## src/rtl/acm_diff_if.sv

```systemverilog
// acm_diff_if: sum-in / increment-out stream bundle for acm_diff.
interface acm_diff_if #(
  parameter int unsigned WIDTH = 6
) ();

  logic [WIDTH-1:0] s_in;
  logic             s_valid;
  logic             s_ready;
  logic [WIDTH-1:0] x_out;
  logic             x_valid;
  logic             x_ready;

  // Producer of sums / consumer of increments
  modport master (
    output s_in, s_valid, x_ready,
    input  s_ready, x_out, x_valid
  );

  // The differencer itself
  modport slave (
    input  s_in, s_valid, x_ready,
    output s_ready, x_out, x_valid
  );

endinterface

```

## src/rtl/acm_diff.sv

```systemverilog
// acm_diff: recovers x[n] = s[n] - s[n-1] mod 2^WIDTH from an accumulator's
// running-sum stream, through a 2-entry output buffer, counting deliveries.
module acm_diff #(
  parameter int unsigned WIDTH = 6
) (
  input  logic             i_clk,
  input  logic             i_rst_n,
  input  logic             i_clear,
  acm_diff_if.slave        bus,
  output logic [WIDTH-1:0] o_count
);

  typedef enum logic [1:0] {
    ST_EMPTY = 2'd0,
    ST_ONE   = 2'd1,
    ST_FULL  = 2'd2
  } occ_e;

  occ_e             r_occ;
  occ_e             w_occ_nxt;
  logic [WIDTH-1:0] r_prev;
  logic [WIDTH-1:0] w_prev_nxt;
  logic [WIDTH-1:0] r_buf [2];
  logic             r_rd_ptr;
  logic             w_rd_nxt;
  logic             r_wr_ptr;
  logic             w_wr_nxt;
  logic [WIDTH-1:0] r_count;
  logic [WIDTH-1:0] w_count_nxt;
  logic             w_buf_we;
  logic             w_push;
  logic             w_pop;
  logic             w_s_ready;
  logic             w_x_valid;
  logic [WIDTH-1:0] w_diff;

  // Handshake decodes depend only on occupancy, so x_ready never reaches s_ready
  assign w_s_ready   = (r_occ != ST_FULL);
  assign w_x_valid   = (r_occ != ST_EMPTY);
  assign w_push      = bus.s_valid && w_s_ready;
  assign w_pop       = w_x_valid && bus.x_ready;
  assign w_diff      = bus.s_in - r_prev;

  assign bus.s_ready = w_s_ready;
  assign bus.x_valid = w_x_valid;
  assign bus.x_out   = r_buf[r_rd_ptr];
  assign o_count     = r_count;

  // Next-state: occupancy FSM, pointers, previous sum and delivery counter
  always_comb begin
    w_occ_nxt   = r_occ;
    w_prev_nxt  = r_prev;
    w_rd_nxt    = r_rd_ptr;
    w_wr_nxt    = r_wr_ptr;
    w_count_nxt = r_count;
    w_buf_we    = 1'b0;

    if (i_clear) begin
      // Restart wins over any handshake in the same cycle
      w_occ_nxt   = ST_EMPTY;
      w_prev_nxt  = '0;
      w_rd_nxt    = 1'b0;
      w_wr_nxt    = 1'b0;
      w_count_nxt = '0;
    end else begin
      case (r_occ)
        ST_EMPTY: if (w_push) w_occ_nxt = ST_ONE;
        ST_ONE: begin
          if (w_push && !w_pop)      w_occ_nxt = ST_FULL;
          else if (!w_push && w_pop) w_occ_nxt = ST_EMPTY;
        end
        ST_FULL:  if (w_pop) w_occ_nxt = ST_ONE;
        default:  w_occ_nxt = ST_EMPTY;
      endcase

      if (w_push) begin
        w_buf_we   = 1'b1;
        w_prev_nxt = bus.s_in;
        w_wr_nxt   = ~r_wr_ptr;
      end

      if (w_pop) begin
        w_rd_nxt    = ~r_rd_ptr;
        w_count_nxt = r_count + WIDTH'(1);
      end
    end
  end

  // State registers; reset flushes the buffer at once without waiting for an edge
  always_ff @(posedge i_clk or negedge i_rst_n) begin
    if (!i_rst_n) begin
      r_occ    <= ST_EMPTY;
      r_prev   <= '0;
      r_rd_ptr <= 1'b0;
      r_wr_ptr <= 1'b0;
      r_count  <= '0;
      r_buf[0] <= '0;
      r_buf[1] <= '0;
    end else begin
      r_occ    <= w_occ_nxt;
      r_prev   <= w_prev_nxt;
      r_rd_ptr <= w_rd_nxt;
      r_wr_ptr <= w_wr_nxt;
      r_count  <= w_count_nxt;
      if (w_buf_we) r_buf[r_wr_ptr] <= w_diff;
    end
  end

endmodule

```

## src/flat_wrapper.sv

```systemverilog
// flat-port wrapper written by rule: the top's interface ports become plain ports
module acm_diff_flat 
#(
  parameter int unsigned WIDTH = 6
)
  (i_clk, i_rst_n, i_clear, o_count, bus_s_in, bus_s_valid, bus_x_ready, bus_s_ready, bus_x_out, bus_x_valid);
  acm_diff_if #(.WIDTH(WIDTH)) bus_i ();
  input  logic i_clk;
  input  logic i_rst_n;
  input  logic i_clear;
  output logic [WIDTH-1:0] o_count;
  input wire logic [$bits(bus_i.s_in)-1:0] bus_s_in;
  input wire logic [$bits(bus_i.s_valid)-1:0] bus_s_valid;
  input wire logic [$bits(bus_i.x_ready)-1:0] bus_x_ready;
  output wire logic [$bits(bus_i.s_ready)-1:0] bus_s_ready;
  output wire logic [$bits(bus_i.x_out)-1:0] bus_x_out;
  output wire logic [$bits(bus_i.x_valid)-1:0] bus_x_valid;
  assign bus_i.s_in = bus_s_in;
  assign bus_i.s_valid = bus_s_valid;
  assign bus_i.x_ready = bus_x_ready;
  assign bus_s_ready = bus_i.s_ready;
  assign bus_x_out = bus_i.x_out;
  assign bus_x_valid = bus_i.x_valid;
  acm_diff #(.WIDTH(WIDTH)) u_core (.i_clk(i_clk), .i_rst_n(i_rst_n), .i_clear(i_clear), .bus(bus_i), .o_count(o_count));
endmodule
```

## config.mk

```make
export PLATFORM = sky130hd
export DESIGN_NAME = acm_diff_flat
export DESIGN_NICKNAME = d
export VERILOG_FILES = /design/src/rtl/acm_diff_if.sv /design/src/rtl/acm_diff.sv /design/src/flat_wrapper.sv
export SDC_FILE = /design/constraint.sdc
export NUM_CORES = 1
export LEC_CHECK = 0
export CAP_MARGIN = 5
export CORE_ASPECT_RATIO = 1.4
export CORE_MARGIN = 2
export CORE_UTILIZATION = 45
export CTS_BUF_LIST = sky130_fd_sc_hd__clkbuf_2 sky130_fd_sc_hd__clkbuf_4 sky130_fd_sc_hd__clkbuf_8
export DETAILED_ROUTE_END_ITERATION = 10
export PLACE_DENSITY = 0.75
export SLEW_MARGIN = 20
export SYNTH_ARGS = -nofsm -noshare
export SYNTH_HDL_FRONTEND = slang
export SYNTH_SLANG_ARGS = --single-unit
export TNS_END_PERCENT = 10
```

## constraint.sdc

```tcl
create_clock -name i_clk -period 2.2 [get_ports i_clk]
set_input_delay 0.44 -clock i_clk [delete_from_list [all_inputs] [get_ports i_clk]]
set_output_delay 0.44 -clock i_clk [all_outputs]
set_load 0.05 [all_outputs]
```

# Word level (Yosys, flattened, before mapping)
# Cells that the tools add are included.
# W data, S select, Z words.
# word_totals
ff_bits	28
out_inout_bits	14
in_bits	11
# classes
magnitude_cmp	3
reduce_logical	12
bitwise	4
eq_ne	6
mux	22
n_addsub	2
# op_table
cell	count
$mux W6	8
$bwmux W12	1
$mux W2	5
$add A6 B1 Y6 const B	1
$demux W6 S1	1
$mux W1	6
$ne A3 B2 Y1 const B	2
$pmux W2 S3	1
$reduce_bool A2 Y1	3
$sub A6 B6 Y6	1
$logic_and A1 B1 Y1	5
$ge A2 B2 Y1 const B	2
$ne A4 B2 Y1 const B	1
$not A1 Y2	2
$reduce_and A3 Y1	1
$eq A2 B1 Y1 const B	1
$eq A2 B2 Y1 const B	1
$logic_not A1 Y1	2
$logic_not A2 Y1	1
$lt A2 B1 Y1 const B	1
$ne A2 B2 Y1 const B	1
$not A1 Y1	2

# Depth between registers and ports, before layout
# logic_depth
word_depth	8
depth_mapped	8

# Worst setup path after synthesis
# OpenSTA, ideal clock, no wires.
# synth_timing
path_type	input-to-reg
startpoint	in bus_s_in[0]
endpoint	reg u_core.r_buf[4] (netlist bit)
cell_stages	8
path_slack_ns	0.357
t_arrival_ns	1.718
path_buffers	0
setup_ns	0.125
cell_sequence	inv_1 -> ha_1 -> inv_1 -> fa_1 -> a21o_1 -> a21oi_2 -> xnor2_1 -> mux2_4
# synth_between
elab_chain_cells	2
# synth_lines
item	line	source
from (decl)	flat_wrapper.sv:12	input wire logic [$bits(bus_i.s_in)-1:0] bus_s_in;
$sub A6 B6 Y6	acm_diff.sv:42	assign w_diff = bus.s_in - r_prev;
$bwmux W12	acm_diff.sv:105	if (w_buf_we) r_buf[r_wr_ptr] <= w_diff;
to (signal, indexed assignment)	acm_diff.sv:105	
to (decl)	acm_diff.sv:23	logic [WIDTH-1:0] r_buf [2];
# No other way between the ends.
# A chain may end at the register's enable or synchronous reset.

# Worst setup path in the final report
# layout_timing
startpoint	in bus_s_in[0]
endpoint	reg u_core.r_buf[10] (netlist bit)
# The elaborated chain is that of the path after synthesis.

==> reports/results.txt <==
Status: finished clean
Initial Utilization: 47.7%
Peak supply drop: 0.420 mV
Core Rows: 24
Critical Path Source Type: input pin
Mean Syn Cell Area: 10.3 µm²
Cell Chain, Critical Path: clkdlybuf4s50_1, inv_1, ha_1, inv_1, fa_1, a21o_1, a21oi_2, xnor2_1, mux2_2
Fraction of layout cells with a size suffix above 1: 17.8%
Worst hold stages: 2
Vias: 1154
Slew @ Worst Pin: 0.500 ns
Post-CTS setup buffer count: 0
Hold Vio Cnt, Final: 0
Num CTS Buffers: 3
Gr ovfl total: 0
Clk_lat worst skew: 0.27 ns
Seq/Total Area, Yosys: 46.2%
Post-layout nets: 193
DRC: 0
Mapped Cells: 148
Post-synthesis cell area: 1520 µm²
Resized cells post-CTS: 0
Synth-to-Final Area Change: 21.1%
Synth warnings: 0
CTS Root Cell: clkbuf_8
Slowest-stage cell, CP: clkdlybuf4s50_1
Rel. slew slack: 66.6%
Largest delay share family, worst path: buffers and inverters
Critical path data arrival time: 2.20 ns
Total track usage: 17.5%
Crit. End Element: register
Unrepaired setup endpoints after global routing: no
IO Port Bufs: 24
Vias in the first global route: 1219
Filler cells: 291
Synth cell types: 38
First-pass GRT wire length: 5080 µm
Crit-path max FO: 2
Power after layout: 1.43 mW
Clock period minus worst slack: 2.03 ns
Via-to-Cell Ratio: 5.42
R2R Setup Slk: 0.46 ns
Worst clock skew: 0.00106 ns
Routed len/inst: 13.6 µm
Setup violators final: 0
Initial antenna violation count: 0
Post-route ant nets: 0
First-iteration detailed-routing DRC count: 17
Crit-path max cell delay: 0.42 ns
RD Place Congestion: 0.795
Diode count: 0
Fmax: 492 MHz
Seq cells post-synth: 28
Hold buffer count at CTS: 0
Core Area: 3180 µm²
Maximum buffer depth of the clock tree: 2
Cell Pwr Density: 779 nW/µm²
CTS tree: built
Commonest non-fill, non-tap cells in the layout: dfrtp_1, nand2_1, clkdlybuf4s50_1
Max-Cap Viols: 0
CP Depth: 9
Worst Path Required: 2.36 ns
H-tree levels: 1
Io pins: 25
Syn Nets: 166
Largest net degree at the start of global routing: 29
TritonCTS sink count: 28
Worst min-delay path category: reg -> reg
Cell repeated most along the worst path: inv_1
CP Buf/Inv Count: 3
Crit path kind: in -> reg
Leakage: 0.841 nW
Die ar.: 3860 µm²
Die X: 53.1 µm
Chip Height: 72.7 µm
Commonest non-fill, non-tap cell in the layout: dfrtp_1
Non-filler cells in the finished layout: 213
Post-Place Cells: 209
HPWL after DPL: 2260 µm
R2R cell count: 7
Final Slew Violations: 0
Final period util: 92.5%
DRT Wirelength: 2900 µm
Pre-antenna DRT Iters: 4
Reg clk slew, reported paths: 0.09 ns
-- layout make-up --
cell class | instances | area [µm²] | share of cell area, %
well taps | 39 | 48.8 | 2.65
multi-input cells | 105 | 741 | 40.3
repair buffers | 29 | 263 | 14.3
flip-flops and latches | 28 | 701 | 38.1
inverters | 8 | 30.0 | 1.63
clock buffers | 4 | 55.1 | 3.00
-- stage by stage --
| step | util, % | hold slack (ns) | area [µm²] | setup WS, ns | setup TNS, ns |
|---|---|---|---|---|---|
| 4_1_cts | 57.7 | 0.491 | 1840 | 0.0220 | 0 |
| 5_1_grt | 57.7 | 0.516 | 1840 | 0.0754 | 0 |
| 3_3_place_gp | 55.9 | 0.455 | 1780 | -0.123 | -0.241 |
| 6_report | 57.7 | 0.489 | 1840 | 0.166 | 0 |
| 2_1_floorplan | - | 0.144 | 1520 | 0.357 | 0 |
| 3_5_place_dp | 55.9 | 0.469 | 1780 | -0.142 | -0.280 |
-- registers in the layout (all words and copies together), names as in the netlist --
| name | cells |
|---|---|
| u_core.r_wr_ptr | 1 |
| u_core.r_occ | 2 |
| u_core.o_count | 6 |
| u_core.r_buf | 12 |
| u_core.r_rd_ptr | 1 |
| u_core.r_prev | 6 |
-- per-layer routing --
metal	track usage, %	up-vias	wire [µm]
li1	-	556	-
met5	0	-	0
met1	18.2	563	1140
met2	33.2	26	1580
met3	2.46	9	106
met4	7.98	0	70
-- worst min-delay path, cell delays in order (launching register included) --
cell,delay [ns]
dfrtp_1,0.35
nand2_1,0.05
o31ai_1,0.06
-- synth_stat cells (all sizes together) --
cell	number	area [µm²]
o21a	1	7.51
a211oi	1	7.51
clkbuf	2	7.51
o2111ai	1	8.76
o31ai	2	15.0
nor3b	1	7.51
xnor2	6	52.6
nand3b	1	7.51
nand2	21	81.3
xor2	5	43.8
a21oi	9	48.8
nand3	9	50.1
and3	2	12.5
or2	1	6.26
o21ai	5	25.0
nor2b	2	12.5
dfrtp	28	701
mux2	9	105
ha	6	75.1
nand4	3	18.8
inv	8	30.0
fa	1	20.0
a211o	2	17.5
nand4b	2	32.5
buf	5	38.8
a21o	2	15.0
a21boi	1	7.51
nor2	9	33.8
nand2b	2	20.0
o22a	1	8.76
-- power by group --
part / leakage [nW] / total, mW / switching (mW) / internal, mW
Clock: 0.0288 / 0.316 / 0.155 / 0.160
Combinational: 0.447 / 0.465 / 0.274 / 0.191
Sequential: 0.365 / 0.651 / 0.0518 / 0.599
-- kinds of logic (layout without fill, tap and decap cells) --
| kind of cell | Yosys count | after routing | share of synthesized area, % |
|---|---|---|---|
| buffers and inverters | 15 | 41 | 5.03 |
| adder cells (fa/ha/maj) | 7 | 7 | 6.27 |
| flip-flops | 28 | 28 | 46.2 |
| AO/OA/AOI/OAI | 25 | 25 | 10.6 |
| AND/OR/NAND/NOR | 53 | 53 | 18.6 |
| multiplexers | 9 | 9 | 6.92 |
| XOR/XNOR | 11 | 11 | 6.35 |
-- worst paths after layout --
path	startpoint	endpoint
worst max register to register	u_core.r_prev[0]	u_core.r_buf[10]
worst min register to register	u_core.r_buf[9]	u_core.r_buf[9]
worst min-delay path	u_core.r_buf[9]	u_core.r_buf[9]
max in group asynchronous	i_rst_n	u_core.r_prev[5]
min in group asynchronous	i_rst_n	u_core.r_buf[7]
worst max-delay path	bus_s_in[0]	u_core.r_buf[10]
Note: power is estimated with default switching activity, not from simulation.
==> RTL change 1: new RTL, same settings <==
Encoding of `occ_e`: now one-hot (3 bits for 3 values).
--- a/src/rtl/acm_diff.sv
+++ b/src/rtl/acm_diff.sv
@@ -11,8 +11,8 @@
 );
 
-  typedef enum logic [1:0] {
-    ST_EMPTY = 2'd0,
-    ST_ONE   = 2'd1,
-    ST_FULL  = 2'd2
+  typedef enum logic [2:0] {
+    ST_EMPTY = 3'b001,
+    ST_ONE   = 3'b010,
+    ST_FULL  = 3'b100
   } occ_e;
 
Formal check against the unedited RTL: same outputs for any inputs over 10 cycles, from zero or initial values and one cycle with i_rst_n low; not proved beyond that.
==> RTL change 1 against the unedited design <==
- cell area grew 6.6%
- largest cell class unchanged
- total power grew 9.1%
- area after synthesis grew 6.3%
- largest power group unchanged
- worst setup slack lost 94 ps
- sequential cell count grew 1
- global-route usage grew 0.35 points
- wire length grew 11%
==> RTL change 1: results (changes against the unedited design) <==
<table>
<tr><th>Metric</th><th>Value</th></tr>
<tr><th colspan="2">Outcome</th></tr>
<tr><td>Outcome</td><td>finished, final reports clean</td></tr>
<tr><th colspan="2">Final layout</th></tr>
<tr><td>Largest register by flop count</td><td>u_core.r_buf</td></tr>
<tr><td>Share of final-layout standard cells stronger than drive strength 1</td><td>16.67% (-1.1 points)</td></tr>
<tr><td>Layout fillers</td><td>319 (+9.6%)</td></tr>
<tr><td>Net count reported at finish</td><td>209 (+8.3%)</td></tr>
<tr><th colspan="2">Critical path</th></tr>
<tr><td>Critical path's slowest cell</td><td>clkdlybuf4s50_1</td></tr>
<tr><td>Arrival time of the worst setup path</td><td>1690 ps (-510 ps)</td></tr>
<tr><td>Critical Path Max Stage Delay</td><td>790 ps (+370 ps)</td></tr>
<tr><th colspan="2">Power and ir drop</th></tr>
<tr><td>Largest voltage drop on the vdd net</td><td>543.4 µV (+29%)</td></tr>
<tr><td>Leakage dissipation</td><td>0.9154 nW (+8.9%)</td></tr>
<tr><th colspan="2">Detailed routing</th></tr>
<tr><td>Starting DRT DRC Count</td><td>22 (+5)</td></tr>
<tr><td>Number of vias after detailed routing</td><td>1223 (+6.0%)</td></tr>
<tr><td>1st-pass router iterations</td><td>4 (unchanged)</td></tr>
<tr><td>Post-Route WL</td><td>3.216 mm (+11%)</td></tr>
<tr><th colspan="2">Global routing</th></tr>
<tr><td>Overall global routing resource usage</td><td>17.83% (+0.35 points)</td></tr>
<tr><td>Pin count of the biggest net entering global routing</td><td>30 (+3.4%)</td></tr>
<tr><td>Vias in the first global route</td><td>1261 (+3.4%)</td></tr>
<tr><td>First-pass GRT wire length</td><td>5.278 mm (+3.9%)</td></tr>
<tr><th colspan="2">CTS</th></tr>
<tr><td>Total clock buffers created by CTS</td><td>5 (+2)</td></tr>
<tr><td>Clk pin slew, worst setup/hold paths</td><td>60 ps (-30 ps)</td></tr>
<tr><td>Max H-tree Level</td><td>2 (+1)</td></tr>
<tr><th colspan="2">Timing</th></tr>
<tr><td>Headroom to the max-slew limit</td><td>66.24% (-0.35 points)</td></tr>
<tr><td>Post-Route Skew</td><td>4.209 ps (+3.147 ps)</td></tr>
<tr><th colspan="2">Synth</th></tr>
<tr><td>Number of nets in the synthesized netlist</td><td>182 (+9.6%)</td></tr>
<tr><td>Share of the yosys chip area belonging to registers</td><td>45.04% (-1.1 points)</td></tr>
<tr><td>Netlist cell types</td><td>38 (unchanged)</td></tr>
<tr><td>Top cell types by occurrence after synthesis</td><td>28 x dfrtp_1, 21 x nand2_1, 15 x nor2_1</td></tr>
<tr><td>Synth area leaders</td><td>dfrtp_1 43%, mux2_2 4.9%, nand2_1 4.9%</td></tr>
<tr><th colspan="2">Placed design</th></tr>
<tr><td>Worst setup slack after placement</td><td>-135.9 ps (+6.556 ps)</td></tr>
<tr><td>Placer congestion estimate</td><td>0.8522 (+7.2%)</td></tr>
<tr><td>Post-DP HPWL</td><td>2.386 mm (+5.5%)</td></tr>
<tr><th colspan="2">Hold path</th></tr>
<tr><td>Tightest Hold Check Type</td><td>flop to flop</td></tr>
</table>
RTL change 1: report_power, final:
part / total, mW / leakage [nW] / internal [mW] / switching, mW
logic: 0.448 / 0.489 / 0.173 / 0.275
clock network: 0.455 / 0.0498 / 0.261 / 0.194
registers: 0.659 / 0.377 / 0.612 / 0.0469
RTL change 1: worst max-delay path, delay by kind of cell, from the launching register on:
| kind | cells | cell delay [ps] |
|---|---|---|
| buf+inv | 1 | 790 |
| mux | 1 | 220 |
| flops | 1 | 400 |
RTL change 1: final timing paths:
| kind | from | endpoint | slack, ps | depth (start not counted) |
|---|---|---|---|---|
| worst max-delay path | u_core.r_rd_ptr | bus_x_out[3] | 70 | 2 |
| worst min-delay path | u_core.r_buf[6] | u_core.r_buf[6] | 480 | 2 |
| worst max register to register | u_core.r_prev[0] | u_core.r_buf[10] | 450 | 6 |
| worst min register to register | u_core.r_buf[6] | u_core.r_buf[6] | 480 | 2 |
| max in group asynchronous | i_rst_n | u_core.r_occ[0] | 1350 | 2 |
| min in group asynchronous | i_rst_n | u_core.r_buf[8] | 540 | 2 |
RTL change 1: logic make-up (layout without fill, tap and decap cells):
logic type / after synthesis / after routing / synth area share [%]
compound gates: 23 / 23 / 9.535
xor+xnor: 9 / 9 / 4.884
fa+ha+maj: 7 / 7 / 5.891
buf+inv: 17 / 45 / 5.116
flops: 29 / 29 / 45.04
mux: 13 / 13 / 8.605
simple gates: 66 / 66 / 20.93
RTL change 1: layout make-up:
cell class                      count  share of cell area, %
Multi-Input combinational cell    118                  41.06
Tap cell                           40                  2.554
Inverter                            9                  1.724
Timing Repair Buffer               28                  12.90
Clock buffer                        8                  4.662
Sequential cell                    29                  37.10
RTL change 1: per-layer routing:
metal	vias up	wire length, µm	GRT usage (%)
li1	612	-	-
met1	575	1387	20.49
met2	33	1606	31.48
met3	3	177	4.365
met4	0	45	5.833
met5	-	0	0
RTL change 1: through the flow:
stage	area, µm²	cells	total power, mW
CTS	1959	232	1.577
finish	1959	232	1.562
floorplan	1614	164	0.9901
global route	1959	232	1.651
global placement	1868	224	1.103
detailed placement	1868	224	1.119
==> RTL change 2: new RTL, same settings <==
Made on the original files. `WIDTH` is set to 6 in 3 places; all go to 12.
--- a/src/rtl/acm_diff_if.sv
+++ b/src/rtl/acm_diff_if.sv
@@ -1,5 +1,5 @@
 // acm_diff_if: sum-in / increment-out stream bundle for acm_diff.
 interface acm_diff_if #(
-  parameter int unsigned WIDTH = 6
+  parameter int unsigned WIDTH = 12
 ) ();
 
--- a/src/rtl/acm_diff.sv
+++ b/src/rtl/acm_diff.sv
@@ -2,5 +2,5 @@
 // running-sum stream, through a 2-entry output buffer, counting deliveries.
 module acm_diff #(
-  parameter int unsigned WIDTH = 6
+  parameter int unsigned WIDTH = 12
 ) (
   input  logic             i_clk,
--- a/src/flat_wrapper.sv
+++ b/src/flat_wrapper.sv
@@ -2,5 +2,5 @@
 module acm_diff_flat 
 #(
-  parameter int unsigned WIDTH = 6
+  parameter int unsigned WIDTH = 12
 )
   (i_clk, i_rst_n, i_clear, o_count, bus_s_in, bus_s_valid, bus_x_ready, bus_s_ready, bus_x_out, bus_x_valid);
Interface: changed (resized bus_s_in, bus_x_out and o_count); port bits go from 25 to 43. No check against the original RTL was run, so the function may have changed too.
==> RTL change 2 against the unedited design <==
- total power up 110%
- cell area rose by 91%
- sequential cell count rose by 24
- worst setup slack got worse by 130 ps
- wire length increased by 95%
- register-to-register slack got worse by 280 ps
- sequential share of layout area is 1.1 points lower
- area after synthesis rose by 83%
- largest cell class unchanged
==> RTL change 2: results (changes against the unedited design) <==
<table>
<tr><th>Metric</th><th>Value</th></tr>
<tr><th colspan="2">Outcome</th></tr>
<tr><td>Outcome</td><td>finished, final reports clean</td></tr>
<tr><th colspan="2">Critical path</th></tr>
<tr><td>Highest fanout seen on the critical path</td><td>3 (+1)</td></tr>
<tr><th colspan="2">Synth</th></tr>
<tr><td>Number of nets in the synthesized netlist</td><td>291 (+75%)</td></tr>
<tr><td>Top cell types by occurrence after synthesis</td><td>52 x dfrtp_1, 24 x mux2_2, 24 x nand2_1</td></tr>
<tr><td>Average cell area after synthesis</td><td>10.61 µm² (+3.5%)</td></tr>
<tr><td>Share of the synthesized area in compound gates (AO/OA/AOI/OAI)</td><td>14.14% (+3.5 points)</td></tr>
<tr><td>Multiplexer fraction of the synthesized cell area</td><td>10.48% (+3.6 points)</td></tr>
<tr><td>Xor-xnor portion of the synthesized cell area</td><td>6.323% (-0.025 points)</td></tr>
<tr><th colspan="2">CTS</th></tr>
<tr><td>Total clock buffers created by CTS</td><td>5 (+2)</td></tr>
<tr><td>Max H-tree Level</td><td>2 (+1)</td></tr>
<tr><th colspan="2">Power and ir drop</th></tr>
<tr><td>Leakage dissipation</td><td>1.599 nW (+90%)</td></tr>
<tr><td>Largest voltage drop on the vdd net</td><td>663.6 µV (+58%)</td></tr>
<tr><th colspan="2">Final layout</th></tr>
<tr><td>Largest register FFs</td><td>24 (+12)</td></tr>
<tr><td>Net count reported at finish</td><td>348 (+80%)</td></tr>
<tr><td>Area growth from synthesis to final layout</td><td>26.78%</td></tr>
<tr><td>Share of final-layout standard cells stronger than drive strength 1</td><td>23.58% (+5.8 points)</td></tr>
<tr><th colspan="2">Placed design</th></tr>
<tr><td>Worst setup slack after placement</td><td>-394.6 ps (-252.2 ps)</td></tr>
<tr><td>Placer congestion estimate</td><td>0.8206 (+3.2%)</td></tr>
<tr><td>Post-DP HPWL</td><td>4.173 mm (+84%)</td></tr>
<tr><td>Cell count after placement</td><td>380 (+82%)</td></tr>
<tr><th colspan="2">Detailed routing</th></tr>
<tr><td>Number of vias after detailed routing</td><td>2104 (+82%)</td></tr>
<tr><td>Starting DRT DRC Count</td><td>130 (+113)</td></tr>
<tr><th colspan="2">Global routing</th></tr>
<tr><td>Vias in the first global route</td><td>2047 (+68%)</td></tr>
<tr><td>First-pass GRT wire length</td><td>9.701 mm (+91%)</td></tr>
<tr><td>Pin count of the biggest net entering global routing</td><td>31 (+6.9%)</td></tr>
<tr><td>Overall global routing resource usage</td><td>17.44% (-0.038 points)</td></tr>
<tr><th colspan="2">Timing</th></tr>
<tr><td>Headroom to the max-slew limit</td><td>23.53% (-43 points)</td></tr>
<tr><td>Post-Route Skew</td><td>8.332 ps (+7.270 ps)</td></tr>
<tr><th colspan="2">Hold path</th></tr>
<tr><td>Tightest Hold Check Type</td><td>input pin to async pin</td></tr>
</table>
## RTL change 2: changes by cell type after synthesis, sizes merged, moves of 4 or more
cell and change:
ha +6, o21a +6, nor3 +4, nor2 +12, dfrtp +24, mux2 +15, nand3 -6, o31ai +5
a22o +12, xnor2 +6, inv +7
## RTL change 2: report_power, final
part	leakage (nW)	internal [mW]	switching (mW)	total (mW)
Combinational	0.863	0.443	0.615	1.06
Clock	0.0642	0.448	0.305	0.752
Sequential	0.672	1.13	0.0864	1.22
## RTL change 2: area by class of cell
type / instances / area [µm²]
fillers: 500 / 2392
multi-input cells: 184 / 1403
flip-flops and latches: 52 / 1301
repair buffers: 60 / 535.5
well taps: 70 / 87.58
clock buffers: 5 / 68.82
clock inverters: 2 / 60.06
inverters: 15 / 56.30
## RTL change 2: worst paths after layout
kind | start | endpoint | slack (ps) | depth (start not counted)
worst max-delay path | bus_s_in[2] | u_core.r_buf[10] | 40 | 8
worst min-delay path | i_rst_n | u_core.r_buf[0] | 110 | 1
worst max register to register | u_core.r_prev[0] | u_core.r_buf[10] | 180 | 8
worst min register to register | u_core.r_buf[13] | u_core.r_buf[13] | 480 | 2
max in group asynchronous | i_rst_n | u_core.r_occ[0] | 1540 | 2
min in group i_clk | bus_s_in[0] | u_core.r_prev[0] | 460 | 2
## RTL change 2: routing by layer
layer	global-route usage [%]	up-vias	share of wire [%]
li1	-	1023	-
met1	21.97	1033	43
met2	30.48	38	53
met3	3.021	10	3.0
met4	4.734	0	1.5
met5	0	-	0
## RTL change 2: critical path: stages
cell and delay (ps):
clkdlybuf4s50_1 530, ha_4 220, nor2b_2 150, o31a_1 280, buf_4 150, o21a_1 210
nor3_2 260, o31ai_2 100
## RTL change 2: cells by family after synthesis
| group | after synthesis |
|---|---|
| AND/OR/NAND/NOR | 71 |
| AO/OA/AOI/OAI | 54 |
| flip-flops | 52 |
| multiplexers | 26 |
| buffers and inverters | 25 |
| XOR/XNOR | 20 |
| adder cells (fa/ha/maj) | 13 |
## RTL change 2: through the flow
stage	instance area, µm²	hold WS [ps]	power [mW]
CTS	3476	125.1	3.058
global route	3512	153.8	3.191
floorplan	2770	144.4	1.971
finish	3512	108.7	3.030
global placement	3332	445.8	2.262
detailed placement	3332	456.0	2.288
## RTL change 2: repair_timing
action	in CTS	in global routing
setup endpoints to repair	6	6
setup buffers	1	0
hold buffers	0	0
gates resized for setup	3	7
gates cloned	0	0
pin swaps	3	5
